$ cat src/rtl/decodificador_servo.sv
// decodificador_servo
//   Receive-side decoder for a servo PWM line. Measures the high time of each
//   pulse in clock cycles and maps it back to the 2-bit position code.
//   A long low gap reports code 00 (no pulse); a line stuck high reports erro.
//
// Ports:
//   clock           system clock, rising edge
//   reset           asynchronous, active-high
//   pwm             asynchronous PWM input
//   posicao[1:0]    last decoded position code
//   valido          posicao reflects a classified pulse or the no-pulse condition
//   largura_medida  high time of the last completed pulse, in cycles
//   erro            last pulse matched no code, or line stuck high
//   db_estado[1:0]  FSM state for debug
//
// Build option: DECODIFICADOR_SERVO_FILTRO_EN adds a 3-sample glitch filter
// after the synchronizer (edge latency +2 cycles, widths unchanged).
//
// state  | meaning
// OCIOSO | idle after reset or stuck-high; waiting for a rise
// ALTO   | line high, width counter running
// BAIXO  | line low after a measured pulse; waiting for the next rise

module decodificador_servo #(
    parameter int conf_periodo = 1000000,
    parameter int largura_01   = 50000,
    parameter int largura_10   = 75000,
    parameter int largura_11   = 100000,
    parameter int tolerancia   = 2500
) (
    input  logic        clock,
    input  logic        reset,
    input  logic        pwm,
    output logic [1:0]  posicao,
    output logic        valido,
    output logic [19:0] largura_medida,
    output logic        erro,
    output logic [1:0]  db_estado
);

    typedef enum logic [1:0] {
        OCIOSO = 2'b00,
        ALTO   = 2'b01,
        BAIXO  = 2'b10
    } estado_t;

    localparam logic [19:0]        LARG_MAX = '1;
    localparam logic [20:0]        GAP_MAX  = '1;
    localparam logic [19:0]        PER_LIM  = 20'(conf_periodo);
    // The gap counter ticks every other cycle, so 2*conf_periodo cycles of
    // silence after a rise correspond to conf_periodo ticks.
    localparam logic [20:0]        GAP_LIM  = 21'(conf_periodo);
    localparam logic signed [20:0] TOL_P    = 21'(tolerancia);
    localparam logic signed [20:0] TOL_N    = -TOL_P;
    localparam logic signed [20:0] NOM_01   = 21'(largura_01);
    localparam logic signed [20:0] NOM_10   = 21'(largura_10);
    localparam logic signed [20:0] NOM_11   = 21'(largura_11);

    estado_t     estado, estado_prox;
    logic        pwm_m, pwm_s2, pwm_s, pwm_d;
    logic        subida, descida;
    logic [19:0] cnt_largura;
    logic [20:0] cnt_gap;
    logic        gap_tick;
    logic        gap_fim;
    logic        ev_pulso, ev_preso, ev_vazio;
    logic        ev_pulso_r, ev_preso_r, ev_vazio_r;
    logic [19:0] largura_cap;
    logic signed [20:0] dif_01, dif_10, dif_11;
    logic        casa_01, casa_10, casa_11;

    // Two-flop synchronizer
    always_ff @(posedge clock or posedge reset) begin
        if (reset) begin
            pwm_m  <= 1'b0;
            pwm_s2 <= 1'b0;
        end else begin
            pwm_m  <= pwm;
            pwm_s2 <= pwm_m;
        end
    end

`ifdef DECODIFICADOR_SERVO_FILTRO_EN
    logic pwm_f1, pwm_f2, pwm_filt;

    // pwm_s follows the synchronized line only once the current and the two
    // previous synchronized samples agree; otherwise it holds its last value.
    always_ff @(posedge clock or posedge reset) begin
        if (reset) begin
            pwm_f1   <= 1'b0;
            pwm_f2   <= 1'b0;
            pwm_filt <= 1'b0;
        end else begin
            pwm_f1   <= pwm_s2;
            pwm_f2   <= pwm_f1;
            pwm_filt <= pwm_s;
        end
    end

    assign pwm_s = ((pwm_s2 == pwm_f1) && (pwm_f1 == pwm_f2)) ? pwm_s2 : pwm_filt;
`else
    assign pwm_s = pwm_s2;
`endif

    always_ff @(posedge clock or posedge reset) begin
        if (reset) pwm_d <= 1'b0;
        else       pwm_d <= pwm_s;
    end

    assign subida  =  pwm_s & ~pwm_d;
    assign descida = ~pwm_s &  pwm_d;

    // Width counter: starts at 1 on the rise so a pulse of N cycles reads N.
    always_ff @(posedge clock or posedge reset) begin
        if (reset) begin
            cnt_largura <= '0;
        end else if (subida) begin
            cnt_largura <= 20'd1;
        end else if (estado == ALTO && cnt_largura != LARG_MAX) begin
            cnt_largura <= cnt_largura + 20'd1;
        end
    end

    always_ff @(posedge clock or posedge reset) begin
        if (reset) begin
            cnt_gap  <= '0;
            gap_tick <= 1'b0;
        end else if (subida) begin
            cnt_gap  <= '0;
            gap_tick <= 1'b0;
        end else begin
            gap_tick <= ~gap_tick;
            if (gap_tick && cnt_gap != GAP_MAX) cnt_gap <= cnt_gap + 21'd1;
        end
    end

    // True for a single cycle; the counter moves past the limit and saturates,
    // so it cannot fire again before the next rise.
    assign gap_fim = (cnt_gap == GAP_LIM) && !gap_tick;

    always_ff @(posedge clock or posedge reset) begin
        if (reset) estado <= OCIOSO;
        else       estado <= estado_prox;
    end

    always_comb begin
        estado_prox = estado;
        ev_pulso    = 1'b0;
        ev_preso    = 1'b0;
        ev_vazio    = 1'b0;
        case (estado)
            OCIOSO: begin
                if (subida)       estado_prox = ALTO;
                else if (gap_fim) ev_vazio    = 1'b1;
            end
            ALTO: begin
                if (descida) begin
                    ev_pulso    = 1'b1;
                    estado_prox = BAIXO;
                end else if (cnt_largura > PER_LIM) begin
                    ev_preso    = 1'b1;
                    estado_prox = OCIOSO;
                end
            end
            BAIXO: begin
                if (subida)       estado_prox = ALTO;
                else if (gap_fim) ev_vazio    = 1'b1;
            end
            default: estado_prox = OCIOSO;
        endcase
    end

    // Events are registered with the captured width; classification then
    // runs on the stored width and the outputs update one cycle later.
    always_ff @(posedge clock or posedge reset) begin
        if (reset) begin
            ev_pulso_r  <= 1'b0;
            ev_preso_r  <= 1'b0;
            ev_vazio_r  <= 1'b0;
            largura_cap <= '0;
        end else begin
            ev_pulso_r <= ev_pulso;
            ev_preso_r <= ev_preso;
            ev_vazio_r <= ev_vazio;
            if (ev_pulso) largura_cap <= cnt_largura;
        end
    end

    // 21-bit signed differences: no wrap-around for any 20-bit width.
    assign dif_01  = $signed({1'b0, largura_cap}) - NOM_01;
    assign dif_10  = $signed({1'b0, largura_cap}) - NOM_10;
    assign dif_11  = $signed({1'b0, largura_cap}) - NOM_11;
    assign casa_01 = (dif_01 <= TOL_P) && (dif_01 >= TOL_N);
    assign casa_10 = (dif_10 <= TOL_P) && (dif_10 >= TOL_N);
    assign casa_11 = (dif_11 <= TOL_P) && (dif_11 >= TOL_N);

    always_ff @(posedge clock or posedge reset) begin
        if (reset) begin
            posicao        <= 2'b00;
            valido         <= 1'b0;
            erro           <= 1'b0;
            largura_medida <= '0;
        end else if (ev_pulso_r) begin
            largura_medida <= largura_cap;
            if (casa_01) begin
                posicao <= 2'b01;
                valido  <= 1'b1;
                erro    <= 1'b0;
            end else if (casa_10) begin
                posicao <= 2'b10;
                valido  <= 1'b1;
                erro    <= 1'b0;
            end else if (casa_11) begin
                posicao <= 2'b11;
                valido  <= 1'b1;
                erro    <= 1'b0;
            end else begin
                valido  <= 1'b0;
                erro    <= 1'b1;
            end
        end else if (ev_preso_r) begin
            valido <= 1'b0;
            erro   <= 1'b1;
        end else if (ev_vazio_r) begin
            posicao        <= 2'b00;
            valido         <= 1'b1;
            erro           <= 1'b0;
            largura_medida <= '0;
        end
    end

    assign db_estado = estado;

endmodule

$ cat config.mk
export PLATFORM = sky130hd
export DESIGN_NAME = decodificador_servo
export DESIGN_NICKNAME = d
export VERILOG_FILES = /design/src/rtl/decodificador_servo.sv
export SDC_FILE = /design/constraint.sdc
export NUM_CORES = 1
export LEC_CHECK = 0
export BUFFER_PORTS_ARGS = -buffer_cell sky130_fd_sc_hd__buf_4
export CAP_MARGIN = 10
export CORE_UTILIZATION = 50
export DETAILED_ROUTE_END_ITERATION = 8
export GPL_ROUTABILITY_DRIVEN = 0
export PLACE_DENSITY = 0.8
export SLEW_MARGIN = 15
export SYNTH_ARGS = -nofsm -noshare
export SYNTH_HDL_FRONTEND = slang
export SYNTH_SLANG_ARGS = --single-unit
$ cat constraint.sdc
create_clock -name clock -period 3.29 [get_ports clock]
set_input_delay 0.8225 -clock clock [delete_from_list [all_inputs] [get_ports clock]]
set_output_delay 0.8225 -clock clock [all_outputs]
set_load 0.05 [all_outputs]
==> run_results.csv <==
group,metric,value,unit
worst_setup_path,cp-end-kind,"flip-flop",
clocking,clk_pin_slew,90,ps
logic_synthesis,synth_seq_cells,94,
logic_synthesis,synth_area_leaders,"dfrtp_1, xor2_1, xnor2_1",
place,dp.cells,755,
power,power,2789,µW
power,ir_drop,348.6,µV
logic_synthesis,syn_avg_cell_area,9.211,µm²
place,pre_cts_slack,284.8,ps
job,max_cap_violations,0,
power,p_comb_share,20.2,%
logic_synthesis,synth_seq_area_share,42.21,%
min_path,hold_depth,0,
logic_synthesis,yosys_warnings,0,
finish,mostFrequentLayoutCell,"dfrtp_1",
clocking,cts_hold_buffers,0,
clocking,cts_root_buf,"clkbuf_8",
min_path,min_delay_worst_endpoint,"pwm_s$_DFF_PP0_",
sta,period_share,92.26,%
worst_setup_path,rr_startpoint,"largura_cap[5]$_DFFE_PP0P_",
logic_synthesis,synth_nets,628,
logic_synthesis,synth_largest_area_cell,"dfrtp_1",
worst_setup_path,arrival,3310,ps
sta,max_freq,0.3295,GHz
sta,hold_violations,0,
floorplan,row_count,38,
worst_setup_path,r2r_slack,250,ps
route,ant_nets,0,
finish,syn_to_final_growth,10.60,%
place,io_buffer_count,28,
clocking,clock_path_buffers,2,
global_routing,grtUsageMet3,3.753,%
finish,drive_gt1_share,13.31,%
global_routing,top_usage_layer,"met2",
route,firstDrtPassIters,5,
logic_synthesis,synth_ff_type,"dfrtp_1",
worst_setup_path,cp-startpoint,"largura_cap[5]$_DFFE_PP0P_",
global_routing,grt_first_pass_wirelength,21250,µm
global_routing,overflow,0,
clocking,cts_resized,0,
logic_synthesis,synth_edf_count,0,
route,first_iter_violations,386,
clocking,clk_latency,380,ps
finish,stdcell_count,771,
global_routing,gr-usage-all-layers,23.55,%
clocking,postCtsSetupBuffers,0,
power,internal_power,1881,µW
global_routing,grt_max_degree,56,
floorplan,die_x,107.6,µm
route,vias_per_cell,5.970,
logic_synthesis,synth_top_area_share,42.21,%
floorplan,die_y,107.6,µm
power,clockPowerShare,30.5,%
sta,slew_violations,0,
worst_setup_path,critPathMaxFanout,9,
logic_synthesis,ys_async_sr_fraction,100.0,%
sta,tightest_slew,1028,ps
finish,diodes,0,
status,outcome,"completed",
finish,layout_common_cells,"dfrtp_1, nor2_1, nand2_1",
global_routing,grt_pass1_vias,4410,
power,switching_power,908.1,µW
sta,setup_slack,254.7,ps
finish,finalNetCount,649,
logic_synthesis,syn_area,0.005573,mm²
worst_setup_path,crit_type,"reg2reg",
sta,setup_viol,0,
route,drc_errors,0,
clocking,cts_sinks,94,
min_path,hp-class,"reg2reg",
worst_setup_path,start_kind,"flip-flop",
sta,slew_headroom,31.36,%
route,wl,12620,µm
power,seq_power_share,49.3,%
logic_synthesis,yosysUniqueCellTypes,66,
floorplan,die-area,0.01157,mm²
global_routing,grt_use_met1,30.99,%
sta,finalSetupTns,0,ps
sta,rsz0062_at_grt,"false",
worst_setup_path,reg2reg_to,"posicao[0]$_DFFE_PP0P_",
finish,design_area,0.006163,mm²
logic_synthesis,synth_cells,605,
finish,fillers,930,
min_path,worstHoldStart,"pwm_m$_DFF_PP0_",
place,hpwl,8887,µm
power,powerDensity,452.5,mW/mm²
route,vias,4603,
worst_setup_path,worst-r2r-cell-count,9,
global_routing,antenna_found_initial,0,
power,p_leak,0.002690,µW
floorplan,io_pins,29,
sta,min_period,3035,ps
floorplan,core_area,0.01084,mm²
clocking,cts_buffers,9,
worst_setup_path,worstPathRequired,3560,ps
sta,clock_skew,12.35,ps
global_routing,met2_usage,38.69,%
route,wl_per_cell,16.36,µm
floorplan,initial_core_util,51.41,%
clocking,htreeDepth,3,
place,place_area,0.005949,mm²
clocking,cts_tree,"yes",
power,switching_share,32.56,%
==> synthesized netlist by cell type (9+ instances only) <==
cell type  number
nor2_1         65
nand2_1        60
nor4_1         12
xnor2_1        33
mux2_2         12
nand2b_1        9
xor2_1         35
inv_1          26
nand4_1        11
ha_1           20
nor3_1         13
a22o_1         12
buf_2          10
nand3_1        17
o21ai_0        31
a21oi_1        20
a31oi_1        12
clkbuf_1       18
dfrtp_1        94
==> power groups by stage <==
stage | combinational (µW) | sequential, µW | clock [µW]
after floorplan | 288 | 1490 | 0
after global placement | 553 | 1390 | 0
after detailed placement | 567 | 1390 | 0
after CTS | 569 | 1370 | 863
after global routing | 619 | 1390 | 911
final | 563 | 1370 | 851
==> through the flow <==
stage / util (%) / hold slack (ps)
after global placement: 54.88 / 346.0
after floorplan: - / 331.2
after CTS: 56.86 / 362.6
final: 56.86 / 365.2
after detailed placement: 54.88 / 338.8
after global routing: 56.86 / 372.4
==> flip-flops by register name (all words and copies together) (netlist names) <==
signal,count
cnt_largura,20
cnt_gap,21
ev_pulso_r,1
gap_tick,1
valido,1
erro,1
pwm_d,1
pwm_s,1
ev_vazio_r,1
largura_cap,20
largura_medida,20
ev_preso_r,1
posicao,2
pwm_m,1
db_estado,2
==> layout make-up <==
type	count	area [µm²]	share of cell area, %
flip-flops and latches	94	2352	38.16
clock buffers	10	127.6	2.071
inverters	26	98.84	1.604
repair buffers	41	320.3	5.197
multi-input cells	454	3003	48.72
clock inverters	6	86.33	1.401
well taps	140	175.2	2.842
==> worst max-delay path: stages (launching register included) <==
cell and delay (ps):
dfrtp_1 500, ha_1 330, a311o_2 420, nand2_1 120
mux2_1 330, a2111o_1 420, nor4_2 290, a311oi_1 160
a31oi_1 260, o21bai_1 90
==> how the worst max path moves through the flow <==
stage               depth (start not counted)                      to
global route                               10  posicao[0]$_DFFE_PP0P_
floorplan                                   1  cnt_gap[0]$_DFFE_PP0P_
global placement                            9  posicao[0]$_DFFE_PP0P_
finish                                      9  posicao[0]$_DFFE_PP0P_
detailed placement                          9  posicao[0]$_DFFE_PP0P_
CTS                                         9  posicao[0]$_DFFE_PP0P_
==> logic make-up (layout without fill, tap and decap cells) <==
group / Yosys count / count (layout) / synth area share (%)
AND/OR/NAND/NOR: 226 / 226 / 20.12
AO/OA/AOI/OAI: 123 / 123 / 15.09
flip-flops: 94 / 94 / 42.21
XOR/XNOR: 68 / 68 / 10.69
buffers and inverters: 57 / 83 / 4.064
adder cells (fa/ha/maj): 20 / 20 / 4.490
multiplexers: 17 / 17 / 3.345
==> per-layer routing <==
metal,part of all wire (%),up-vias,routed length [µm]
met3,4.8,26,608
li1,-,2179,-
met4,2.5,0,318
met1,43,2268,5410
met5,0,-,0
met2,50,130,6278
Note: power is estimated with default switching activity, not from simulation.
